$ cat config.mk
export PLATFORM = sky130hd
export DESIGN_NAME = codec_config_sequencer
export DESIGN_NICKNAME = d
export VERILOG_FILES = /design/src/rtl/codec_cfg_pkg.sv /design/src/rtl/codec_cfg_rom.sv /design/src/rtl/codec_config_sequencer.sv
export SDC_FILE = /design/constraint.sdc
export NUM_CORES = 1
export LEC_CHECK = 0
export ABC_AREA = 1
export CAP_MARGIN = 20
export CELL_PAD_IN_SITES_DETAIL_PLACEMENT = 1
export CELL_PAD_IN_SITES_GLOBAL_PLACEMENT = 1
export CORE_ASPECT_RATIO = 0.8
export CORE_MARGIN = 4
export CORE_UTILIZATION = 37
export CTS_BUF_LIST = sky130_fd_sc_hd__clkbuf_8
export DETAILED_ROUTE_END_ITERATION = 12
export GPL_TIMING_DRIVEN = 0
export MAX_ROUTING_LAYER = met4
export PLACE_DENSITY = 0.84
export SYNTH_ARGS = -nofsm -noshare
export SYNTH_HDL_FRONTEND = slang
export SYNTH_SLANG_ARGS = --single-unit
$ cat constraint.sdc
create_clock -name clock -period 1.4 [get_ports clock]
set_input_delay 0.42 -clock clock [delete_from_list [all_inputs] [get_ports clock]]
set_output_delay 0.42 -clock clock [all_outputs]
set_load 0.03 [all_outputs]
$ cat src/rtl/codec_cfg_pkg.sv
// codec_cfg_pkg: WM8731 register map, power-up values and sequencer state encoding
// shared by the configuration sequencer and its table ROM.
package codec_cfg_pkg;

    localparam logic [6:0] REG_R0  = 7'd0;
    localparam logic [6:0] REG_R1  = 7'd1;
    localparam logic [6:0] REG_R2  = 7'd2;
    localparam logic [6:0] REG_R3  = 7'd3;
    localparam logic [6:0] REG_R4  = 7'd4;
    localparam logic [6:0] REG_R5  = 7'd5;
    localparam logic [6:0] REG_R6  = 7'd6;
    localparam logic [6:0] REG_R7  = 7'd7;
    localparam logic [6:0] REG_R8  = 7'd8;
    localparam logic [6:0] REG_R9  = 7'd9;
    localparam logic [6:0] REG_R15 = 7'd15;

    localparam logic [8:0] VAL_RESET      = 9'h000;
    localparam logic [8:0] VAL_PWR_ON     = 9'h000;
    localparam logic [8:0] VAL_LINE_IN    = 9'h017;
    localparam logic [8:0] VAL_APATH_LINE = 9'h012;
    localparam logic [8:0] VAL_APATH_MIC  = 9'h015;
    localparam logic [8:0] VAL_DPATH      = 9'h000;
    localparam logic [8:0] VAL_IFACE      = 9'h001;
    localparam logic [8:0] VAL_SAMPLE     = 9'h000;
    localparam logic [8:0] VAL_ACTIVE     = 9'h001;
    localparam logic [1:0] HP_CTRL        = 2'b01;

    localparam int         TABLE_LEN = 11;
    localparam logic [3:0] IDX_R2    = 4'd4;
    localparam logic [3:0] IDX_R3    = 4'd5;
    localparam logic [3:0] IDX_R4    = 4'd6;

    localparam logic [2:0] S_PWR_WAIT = 3'd0;
    localparam logic [2:0] S_LOAD     = 3'd1;
    localparam logic [2:0] S_ISSUE    = 3'd2;
    localparam logic [2:0] S_RELEASE  = 3'd3;
    localparam logic [2:0] S_RETRY    = 3'd4;
    localparam logic [2:0] S_IDLE     = 3'd5;

endpackage

$ cat src/rtl/codec_cfg_rom.sv
// codec_cfg_rom: power-up table index -> {reg_addr, reg_val}; run-time rewrites
// reuse the R2/R3/R4 entries with the live volume and input selection.
module codec_cfg_rom
    import codec_cfg_pkg::*;
(
    input  logic [3:0]  idx,
    input  logic [6:0]  volume,
    input  logic        sel_mic,
    output logic [15:0] word
);

    always_comb begin
        case (idx)
            4'd0:    word = {REG_R15, VAL_RESET};
            4'd1:    word = {REG_R6, VAL_PWR_ON};
            4'd2:    word = {REG_R0, VAL_LINE_IN};
            4'd3:    word = {REG_R1, VAL_LINE_IN};
            4'd4:    word = {REG_R2, HP_CTRL, volume};
            4'd5:    word = {REG_R3, HP_CTRL, volume};
            4'd6:    word = {REG_R4, sel_mic ? VAL_APATH_MIC : VAL_APATH_LINE};
            4'd7:    word = {REG_R5, VAL_DPATH};
            4'd8:    word = {REG_R7, VAL_IFACE};
            4'd9:    word = {REG_R8, VAL_SAMPLE};
            default: word = {REG_R9, VAL_ACTIVE};
        endcase
    end

endmodule

$ cat src/rtl/codec_config_sequencer.sv
// codec_config_sequencer: writes the WM8731 power-up table over i2c, then serves
// volume-step and input-select rewrites with per-phase timeout and retry.
module codec_config_sequencer
    import codec_cfg_pkg::*;
#(
    parameter logic [7:0] DEV_ADDR    = 8'h34,
    parameter logic [6:0] VOL_INIT    = 7'h79,
    parameter logic [6:0] VOL_MIN     = 7'h30,
    parameter logic [6:0] VOL_MAX     = 7'h7F,
    parameter int         START_DELAY = 1000,
    parameter int         TIMEOUT     = 4095,
    parameter int         RETRIES     = 3
) (
    input  logic        clock,
    input  logic        reset_n,
    input  logic        sel_mic,
    input  logic        vol_up,
    input  logic        end_tr,
    output logic        go,
    output logic [23:0] data,
    output logic        config_done,
    output logic        busy,
    output logic        error,
    output logic [6:0]  volume
);

    localparam int CW = $clog2((START_DELAY > TIMEOUT ? START_DELAY : TIMEOUT) + 1);
    localparam int RW = $clog2(RETRIES + 1);

    logic [2:0]    state_q, state_d, nxt_state;
    logic [CW-1:0] cnt_q, cnt_d;
    logic [3:0]    idx_q, idx_d, nxt_idx;
    logic [RW-1:0] retry_q, retry_d;
    logic [23:0]   data_q, data_d;
    logic [6:0]    vol_q, vol_d;
    logic [2:0]    mic_sync_q, mic_sync_d;
    logic          go_q, go_d, done_q, done_d, nxt_done, err_q, err_d;
    logic          vol_pend_q, vol_pend_d, mic_pend_q, mic_pend_d;
    logic          vol_clr, mic_clr, timeout, last;
    logic [15:0]   rom_word;

    codec_cfg_rom u_rom (
        .idx     (idx_q),
        .volume  (vol_q),
        .sel_mic (mic_sync_q[1]),
        .word    (rom_word)
    );

    assign timeout    = cnt_q == CW'(TIMEOUT - 1);
    assign last       = idx_q == 4'(TABLE_LEN - 1);
    assign mic_sync_d = {mic_sync_q[1:0], sel_mic};
    // Bit 2 holds the previous synchronised level, so any edge raises a request
    assign mic_pend_d = (mic_sync_q[2] ^ mic_sync_q[1]) | (mic_pend_q & ~mic_clr);
    assign vol_pend_d = vol_up | (vol_pend_q & ~vol_clr);

    always_comb begin
        nxt_state = S_IDLE;
        nxt_idx   = idx_q;
        nxt_done  = done_q;
        if (!done_q) begin
            nxt_state = last ? S_IDLE : S_LOAD;
            nxt_idx   = last ? idx_q : idx_q + 4'd1;
            nxt_done  = last;
        end else if (idx_q == IDX_R2) begin
            nxt_state = S_LOAD;
            nxt_idx   = IDX_R3;
        end
    end

    always_comb begin
        state_d = state_q;
        cnt_d   = cnt_q + CW'(1);
        idx_d   = idx_q;
        retry_d = retry_q;
        go_d    = go_q;
        data_d  = data_q;
        done_d  = done_q;
        err_d   = err_q;
        vol_d   = vol_q;
        vol_clr = 1'b0;
        mic_clr = 1'b0;
        case (state_q)
            S_PWR_WAIT: state_d = (cnt_q == CW'(START_DELAY - 1)) ? S_LOAD : S_PWR_WAIT;
            S_LOAD: begin
                data_d  = {DEV_ADDR, rom_word};
                retry_d = '0;
                cnt_d   = '0;
                state_d = S_ISSUE;
                mic_clr = done_q && idx_q == IDX_R4;
            end
            S_ISSUE: begin
                // go only rises once end_tr is low; waiting for that eats into the timeout
                go_d    = (go_q && end_tr) || timeout ? 1'b0 : go_q | ~end_tr;
                state_d = go_q && end_tr ? S_RELEASE : timeout ? S_RETRY : S_ISSUE;
                cnt_d   = go_q && end_tr ? '0 : cnt_q + CW'(1);
            end
            S_RELEASE: begin
                state_d = !end_tr ? nxt_state : timeout ? S_RETRY : S_RELEASE;
                idx_d   = !end_tr ? nxt_idx : idx_q;
                done_d  = !end_tr ? nxt_done : done_q;
            end
            S_RETRY: begin
                cnt_d = '0;
                if (int'(retry_q) < RETRIES) begin
                    retry_d = retry_q + RW'(1);
                    state_d = S_ISSUE;
                end else begin
                    err_d   = 1'b1;
                    state_d = nxt_state;
                    idx_d   = nxt_idx;
                    done_d  = nxt_done;
                end
            end
            S_IDLE: begin
                if (mic_pend_q) begin
                    idx_d   = IDX_R4;
                    state_d = S_LOAD;
                end else if (vol_pend_q) begin
                    idx_d   = IDX_R2;
                    vol_d   = (vol_q == VOL_MAX) ? VOL_MIN : vol_q + 7'd1;
                    vol_clr = 1'b1;
                    state_d = S_LOAD;
                end
            end
            default: state_d = S_PWR_WAIT;
        endcase
    end

    always_ff @(posedge clock or negedge reset_n) begin
        if (!reset_n) begin
            state_q    <= S_PWR_WAIT;
            cnt_q      <= '0;
            idx_q      <= '0;
            retry_q    <= '0;
            go_q       <= 1'b0;
            data_q     <= '0;
            done_q     <= 1'b0;
            err_q      <= 1'b0;
            vol_q      <= VOL_INIT;
            mic_sync_q <= '0;
            vol_pend_q <= 1'b0;
            mic_pend_q <= 1'b0;
        end else begin
            state_q    <= state_d;
            cnt_q      <= cnt_d;
            idx_q      <= idx_d;
            retry_q    <= retry_d;
            go_q       <= go_d;
            data_q     <= data_d;
            done_q     <= done_d;
            err_q      <= err_d;
            vol_q      <= vol_d;
            mic_sync_q <= mic_sync_d;
            vol_pend_q <= vol_pend_d;
            mic_pend_q <= mic_pend_d;
        end
    end

    assign go          = go_q;
    assign data        = data_q;
    assign config_done = done_q;
    assign error       = err_q;
    assign volume      = vol_q;
    assign busy        = state_q != S_IDLE || vol_pend_q || mic_pend_q;

endmodule

==> flow_metrics.env <==
export IMPL_outcome="finished with violations"
export IMPL_failed_checks="negative setup slack"
export IMPL_fp_dieW_um=103.8
export IMPL_syn_avg_cell_area_um2=7.652
export IMPL_ant_nets=0
export IMPL_drv_slew=0
export IMPL_path_common_cell="nand2_1"
export IMPL_ys_seq_area_share_pct=45.37
export IMPL_hold_class="register to register"
export IMPL_register_area_um2=1239
export IMPL_criticalPathCategory="register to register"
export IMPL_finalHoldViolations=0
export IMPL_nNetsFinal=459
export IMPL_min_period_ns=1.611
export IMPL_path_cells="buf_6 -> ha_4 -> o21ai_4 -> buf_6 -> nand2_1 -> nor2_1 -> nand2_1 -> nand2_1 -> nand2_1"
export IMPL_io_buffers=30
export IMPL_mostFrequentLayoutCell="nand2_1"
export IMPL_ff2ff_setup_slack_ns=-0.21
export IMPL_power_density_nw_per_um2=1707
export IMPL_grt_util_all_layers_pct=20.79
export IMPL_gp_congestion=0.8501
export IMPL_cp_buffers_inverters=2
export IMPL_ys_types=32
export IMPL_reg2regPathDepth=9
export IMPL_wirelength_mm=9.958
export IMPL_initialDrtViolationCount=166
export IMPL_multi_input_area_um2=1612
export IMPL_rows=27
export IMPL_hold_start="mic_sync_q[0]$_DFF_PN0_"
export IMPL_arrival_ns=1.83
export IMPL_rr_startpoint="idx_q[1]$_DFFE_PN0P_"
export IMPL_fin_ws_ns=-0.2108
export IMPL_grt_pass1_wl_mm=14.46
export IMPL_grt_max_degree=41
export IMPL_numCtsBuffers=5
export IMPL_clock_path_buffers=2
export IMPL_slowest_delay_ns=0.46
export IMPL_antenna_found_initial=0
export IMPL_grt_overflow=0
export IMPL_leakage_nw=1.969
export IMPL_layout_common_cells="nand2_1, buf_4, dfrtp_1, inv_1, nand3_1"
export IMPL_grt_pass1_vias=2896
export IMPL_fillers=852
export IMPL_cp_start_kind="register"
export IMPL_area_delta_synth_final_pct=47.95
export IMPL_pre_cts_slack_ns=-0.5712
export IMPL_clkTransAtPathRegs_ns=0.10
export IMPL_clk_latency_ns=0.32
export IMPL_ys_seq_elements=49
export IMPL_rsz0062_at_grt="true"
export IMPL_syn_inst=355
export IMPL_die_h_um=84.64
export IMPL_coreArea_um2=6993
export IMPL_hold_slack_ns=0.3568
export IMPL_synth_top_area_share_pct=40.53
export IMPL_cts_root_buffer="clkbuf_8"
export IMPL_drt_pass1_iterations=4
export IMPL_cp_startpoint="idx_q[1]$_DFFE_PN0P_"
export IMPL_layout_drive_gt1_share_pct=45.41
export IMPL_path_max_fanout=5
export IMPL_maxCapViolCount=0
export IMPL_route_detailed_drc=0
export IMPL_critical_path_top_delay_family="flip-flops"
export IMPL_fmax_mhz=620.8
export IMPL_hpwl_mm=5.343
export IMPL_syn_area_um2=2716
export IMPL_numClockSinks=49
export IMPL_crit_required_ns=1.62
export IMPL_yosysTopAreaCell="dfrtp_1"
export IMPL_yosys_top_cells_area="dfrtp_1, nand2_1, inv_1"
export IMPL_num_antenna_cells=0
export IMPL_cts_tree="built"
export IMPL_fin_worst_skew_ns=0.01093
export IMPL_viasPerCell=5.279
export IMPL_slowest_stage="dfrtp_2"
export IMPL_irDropWorstVdd_v=0.0005403
export IMPL_whs_path_depth=0
export IMPL_dr_total_vias=2819
export IMPL_io_pins=40
export IMPL_critPathCaptureType="register"
export IMPL_wl_per_cell_um=18.65
export IMPL_die_area_um2=8785
export IMPL_synth_warnings=0
export IMPL_start_util_pct=38.84
export IMPL_htreeDepth=2
export IMPL_r2r_end="data[0]$_DFFE_PN0P_"
export IMPL_fin_crit_sh_pct=115.1
export IMPL_min_to="mic_sync_q[1]$_DFF_PN0_"
export IMPL_finalSetupViolCount=29
==> metrics by stage <==
stage	std cells	setup TNS (ns)	power (mW)	instance area [um^2]	utilization (%)
after floorplan	363	-0.009059	3.424	2758	-
after global placement	480	-86.13	4.046	3167	45.29
after detailed placement	481	-13.26	4.167	3182	45.50
after CTS	518	-0.9113	5.751	3623	51.82
after global routing	534	-4.712	7.249	4019	57.47
final	534	-2.140	6.860	4019	57.47
==> power by group <==
| part | internal [mW] | total (mW) | switching [mW] |
|---|---|---|---|
| combinational | 1.49 | 3.79 | 2.30 |
| clock | 0.582 | 1.11 | 0.527 |
| sequential | 1.70 | 1.96 | 0.259 |
| total | 3.78 | 6.86 | 3.08 |
==> how the worst max path moves through the flow <==
| stage | endpoint | slack [ns] | cells past startpoint |
|---|---|---|---|
| 3_3_place_gp | data[18]$_DFFE_PN0P_ | -1.58 | 1 |
| 6_report | data[0]$_DFFE_PN0P_ | -0.21 | 9 |
| 4_1_cts | busy | -0.18 | 5 |
| 5_1_grt | idx_q[0]$_DFFE_PN0P_ | -0.30 | 8 |
| 2_1_floorplan | volume[6]$_DFFE_PN1P_ | -0.009 | 6 |
| 3_5_place_dp | busy | -0.57 | 5 |
==> cell type report <==
type	count	share of cell area, %
Clock inverter	2	0.9340
Multi-Input combinational cell	253	40.10
Tap cell	87	2.709
Clock buffer	6	2.055
Sequential cell	49	30.82
Timing Repair Buffer	77	15.57
Buffer	15	2.864
Inverter	45	4.950
==> cell usage after synthesis (all sizes together) <==
master / count
a21boi: 1
a21o: 1
a21oi: 12
a31oi: 1
buf: 15
clkbuf: 1
conb: 1
dfrtp: 44
dfstp: 5
ha: 8
inv: 45
nand2: 95
nand3: 35
nand3b: 1
nand4: 11
nor2: 36
nor3: 6
nor3b: 1
o21ai: 28
o21bai: 1
or2: 3
xnor2: 1
xor2: 3
==> cells by family (layout without fill, tap and decap cells) <==
kind of cell | Yosys count | in the layout | share of synthesized area, %
fa+ha+maj | 8 | 8 | 3.685
buf+inv | 61 | 145 | 10.23
flops | 49 | 49 | 45.37
xor+xnor | 4 | 4 | 1.290
compound gates | 44 | 44 | 8.568
simple gates | 188 | 188 | 30.72
other cells | 1 | 9 | 0.1381
==> worst register-to-register path, cell delays in order, from the launching register on <==
cell,delay [ns]
dfrtp_2,0.46
buf_6,0.14
ha_4,0.18
o21ai_4,0.17
buf_6,0.15
nand2_1,0.08
nor2_1,0.12
nand2_1,0.09
nand2_1,0.08
nand2_1,0.05
==> flip-flops by register name (all words and copies together), names as in the netlist <==
| signal | count |
|---|---|
| cnt_q | 12 |
| state_q | 3 |
| mic_sync_q | 3 |
| data | 13 |
| vol_pend_q | 1 |
| retry_q | 2 |
| volume | 7 |
| idx_q | 4 |
| config_done | 1 |
| mic_pend_q | 1 |
| error | 1 |
| go | 1 |
==> per-layer routing <==
layer  GRT usage (%)  share of wire [%]  vias up
met3           3.843                5.0       29
met5               -                  0        -
li1                -                  -     1306
met1           26.46                 42     1409
met2           34.98                 50       75
met4           4.227                3.3        0
==> what timing repair did <==
item | CTS | global route
hold buffers | 1 | 0
setup endpoints to repair | 65 | 53
endpoints found under the hold margin | 9 | 0
resized for setup | 209 | 98
buffers inserted | 28 | 19
pin swaps | 12 | 34
Power figures use the tool's default switching activity.
==> variant (same flow settings) <==
Take the reset off `data_q` and load it in a clocked block of its own.
--- a/src/rtl/codec_config_sequencer.sv
+++ b/src/rtl/codec_config_sequencer.sv
@@ -135,3 +135,2 @@
             go_q       <= 1'b0;
-            data_q     <= '0;
             done_q     <= 1'b0;
@@ -148,3 +147,2 @@
             go_q       <= go_d;
-            data_q     <= data_d;
             done_q     <= done_d;
@@ -156,2 +154,6 @@
         end
+    end
+
+    always_ff @(posedge clock) begin
+        data_q <= data_d;
     end
Check against the original RTL: same outputs for any inputs over 10 cycles, from zero or initial values and one cycle with reset_n low; that may be too few to reach the edited logic, so the function may still have changed.
==> variant against the unedited design <==
The flow still finishes with violations (negative setup slack); sequential cell count shrank 1; area after synthesis is 6.6% lower; die area down 6.0%; critical path depth decreased by 6; worst setup slack worse by 0.069 ns; maximum frequency is 4.1% lower; global-route usage up 1.4 points; sequential share of layout area is 2.5 points higher; cell count shrank 11%; wire length up 6.9%; design area fell by 4.9%; highest routed layer unchanged.
Power is not compared: it rests on default switching activity, and its combinational part moved more than twofold at a synthesized area within 25%.
==> variant: results <==
status:
  outcome: "finished, violations left"
  violations: "negative setup slack"
setup_path:
  r2r_slack_ns: -0.25
  cp_slowest_cell: "dfrtp_1"
  r2r_start: "idx_q[0]"
  rr_endpoint: "idx_q[1]"
  max_stage_delay_ns: 0.40
  critPathMaxFanout: 4
  worstPathArrival_ns: 1.26
  worstRegToRegCells: 8
  crit_family: "flip-flops"
sta:
  finalSetupViolCount: 49
  slew_headroom: 0.435
  whs_ns: 0.197
  fin_tns_setup_ns: -4.30
  finalWorstSetupSlack_ns: -0.279
  finClkSkew_ns: 0.0160
synthesis:
  synth-adder-area-share: 0.0394
  synthXorXnorAreaFrac: 0.0207
  synth.area.top_cells: "dfrtp_1 31%, edfxtp_1 14%, nand2_1 8.9%, nand3_1 6.5%, inv_1 6.1%"
  synth_compound_area_frac: 0.0838
  synth-edff-count: 12
  async_reset_ff_frac: 0.750
  yosys.cell_types.count: 27
  yosysSeqAreaShare: 0.500
  synth_common_cells: "60 x nand2_1, 41 x inv_1, 33 x nand3_1"
finish:
  fillers: 747
  drive_gt1_frac: 0.477
  fin_nets: 402
cts:
  worstSkewPairLatency_ns: 0.31
  cts-htree-levels: 2
  numCtsBuffers: 5
grt:
  grt_pass1_vias: 2704
  grt_max_degree: 37
  grt_antenna_before_repair: 0
  grt_pass1_wl_um: 13800
  grt_util_all_layers: 0.222
route:
  drt-initial-drc-count: 181
  avgRoutedWirePerCell_um: 22.5
  wl_met3_um: 612
  wl_met2_um: 5260
  firstDrtPassIters: 4
  drt-vias-per-instance: 5.63
  wl_met1_um: 4170
power:
  p_sw_frac: 0.249
placement:
  dp_hpwl_um: 4500
  place.gp.congestion: 0.824
  port_buffers: 27
min_path:
  hold_path_class: "primary input to asynchronous set/reset pin"
-- variant: worst register-to-register path, cell delays in order (launching register included) --
cell and delay, ns:
dfrtp_2 0.50, inv_4 0.13, ha_4 0.22, nand4_1 0.19, nand2_4 0.16, nand2_4 0.09
nand2_4 0.14, nand2_4 0.08, nand2_2 0.08
-- variant: layer usage --
metal  GRT usage  vias to the layer above
met2       0.392                      135
met4      0.0996                        0
met1       0.241                     1325
li1            -                     1152
met5           -                        -
met3      0.0501                       57
-- variant: metrics by stage --
stage	std cells	setup slack, ns	area (um2)
2_1_floorplan	316	-0.0312	2590
3_5_place_dp	427	-0.502	2960
6_report	474	-0.279	3820
3_3_place_gp	427	-1.01	2960
5_1_grt	474	-0.309	3820
4_1_cts	461	-0.211	3490
-- variant: kinds of logic after synthesis --
family / Yosys count
flops: 48
fa+ha+maj: 8
compound gates: 38
xor+xnor: 6
simple gates: 145
buf+inv: 59
other cells: 2
-- variant: timing repair --
| action | 4_1_cts | 5_1_grt |
|---|---|---|
| gates cloned | 1 | 0 |
| setup buffers | 26 | 15 |
| gates resized for setup | 189 | 95 |
| endpoints found under the hold margin | 0 | 0 |
| hold buffers | 0 | 0 |
| setup endpoints to repair | 74 | 56 |
| pin swaps | 20 | 29 |
-- variant: power groups by stage --
stage | clock, mW | combinational, mW | sequential (mW)
CTS | 0.862 | 0.112 | 1.44
global route | 0.938 | 0.127 | 1.44
floorplan | 0 | 0.0744 | 1.46
global placement | 0 | 0.110 | 1.46
detailed placement | 0 | 0.109 | 1.46
finish | 0.862 | 0.116 | 1.44
-- variant: cell type report --
class,instances,area (um2),area share
Clock inverter,3,18.8,0.00491
Multi-Input combinational cell,210,1520,0.399
Tap cell,84,105,0.0275
Buffer,14,103,0.0268
Sequential cell,48,1270,0.334
Timing Repair Buffer,65,534,0.140
Inverter,45,193,0.0504
Clock buffer,5,68.8,0.0180
-- variant: worst max path at each step --
| stage | from | end |
|---|---|---|
| after global placement | reset_n | mic_sync_q[0] |
| after global routing | idx_q[0] | data[0] |
| after CTS | state_q[1] | busy |
| after detailed placement | state_q[0] | busy |
| after floorplan | state_q[0] | idx_q[2] |
| final | mic_pend_q | busy |
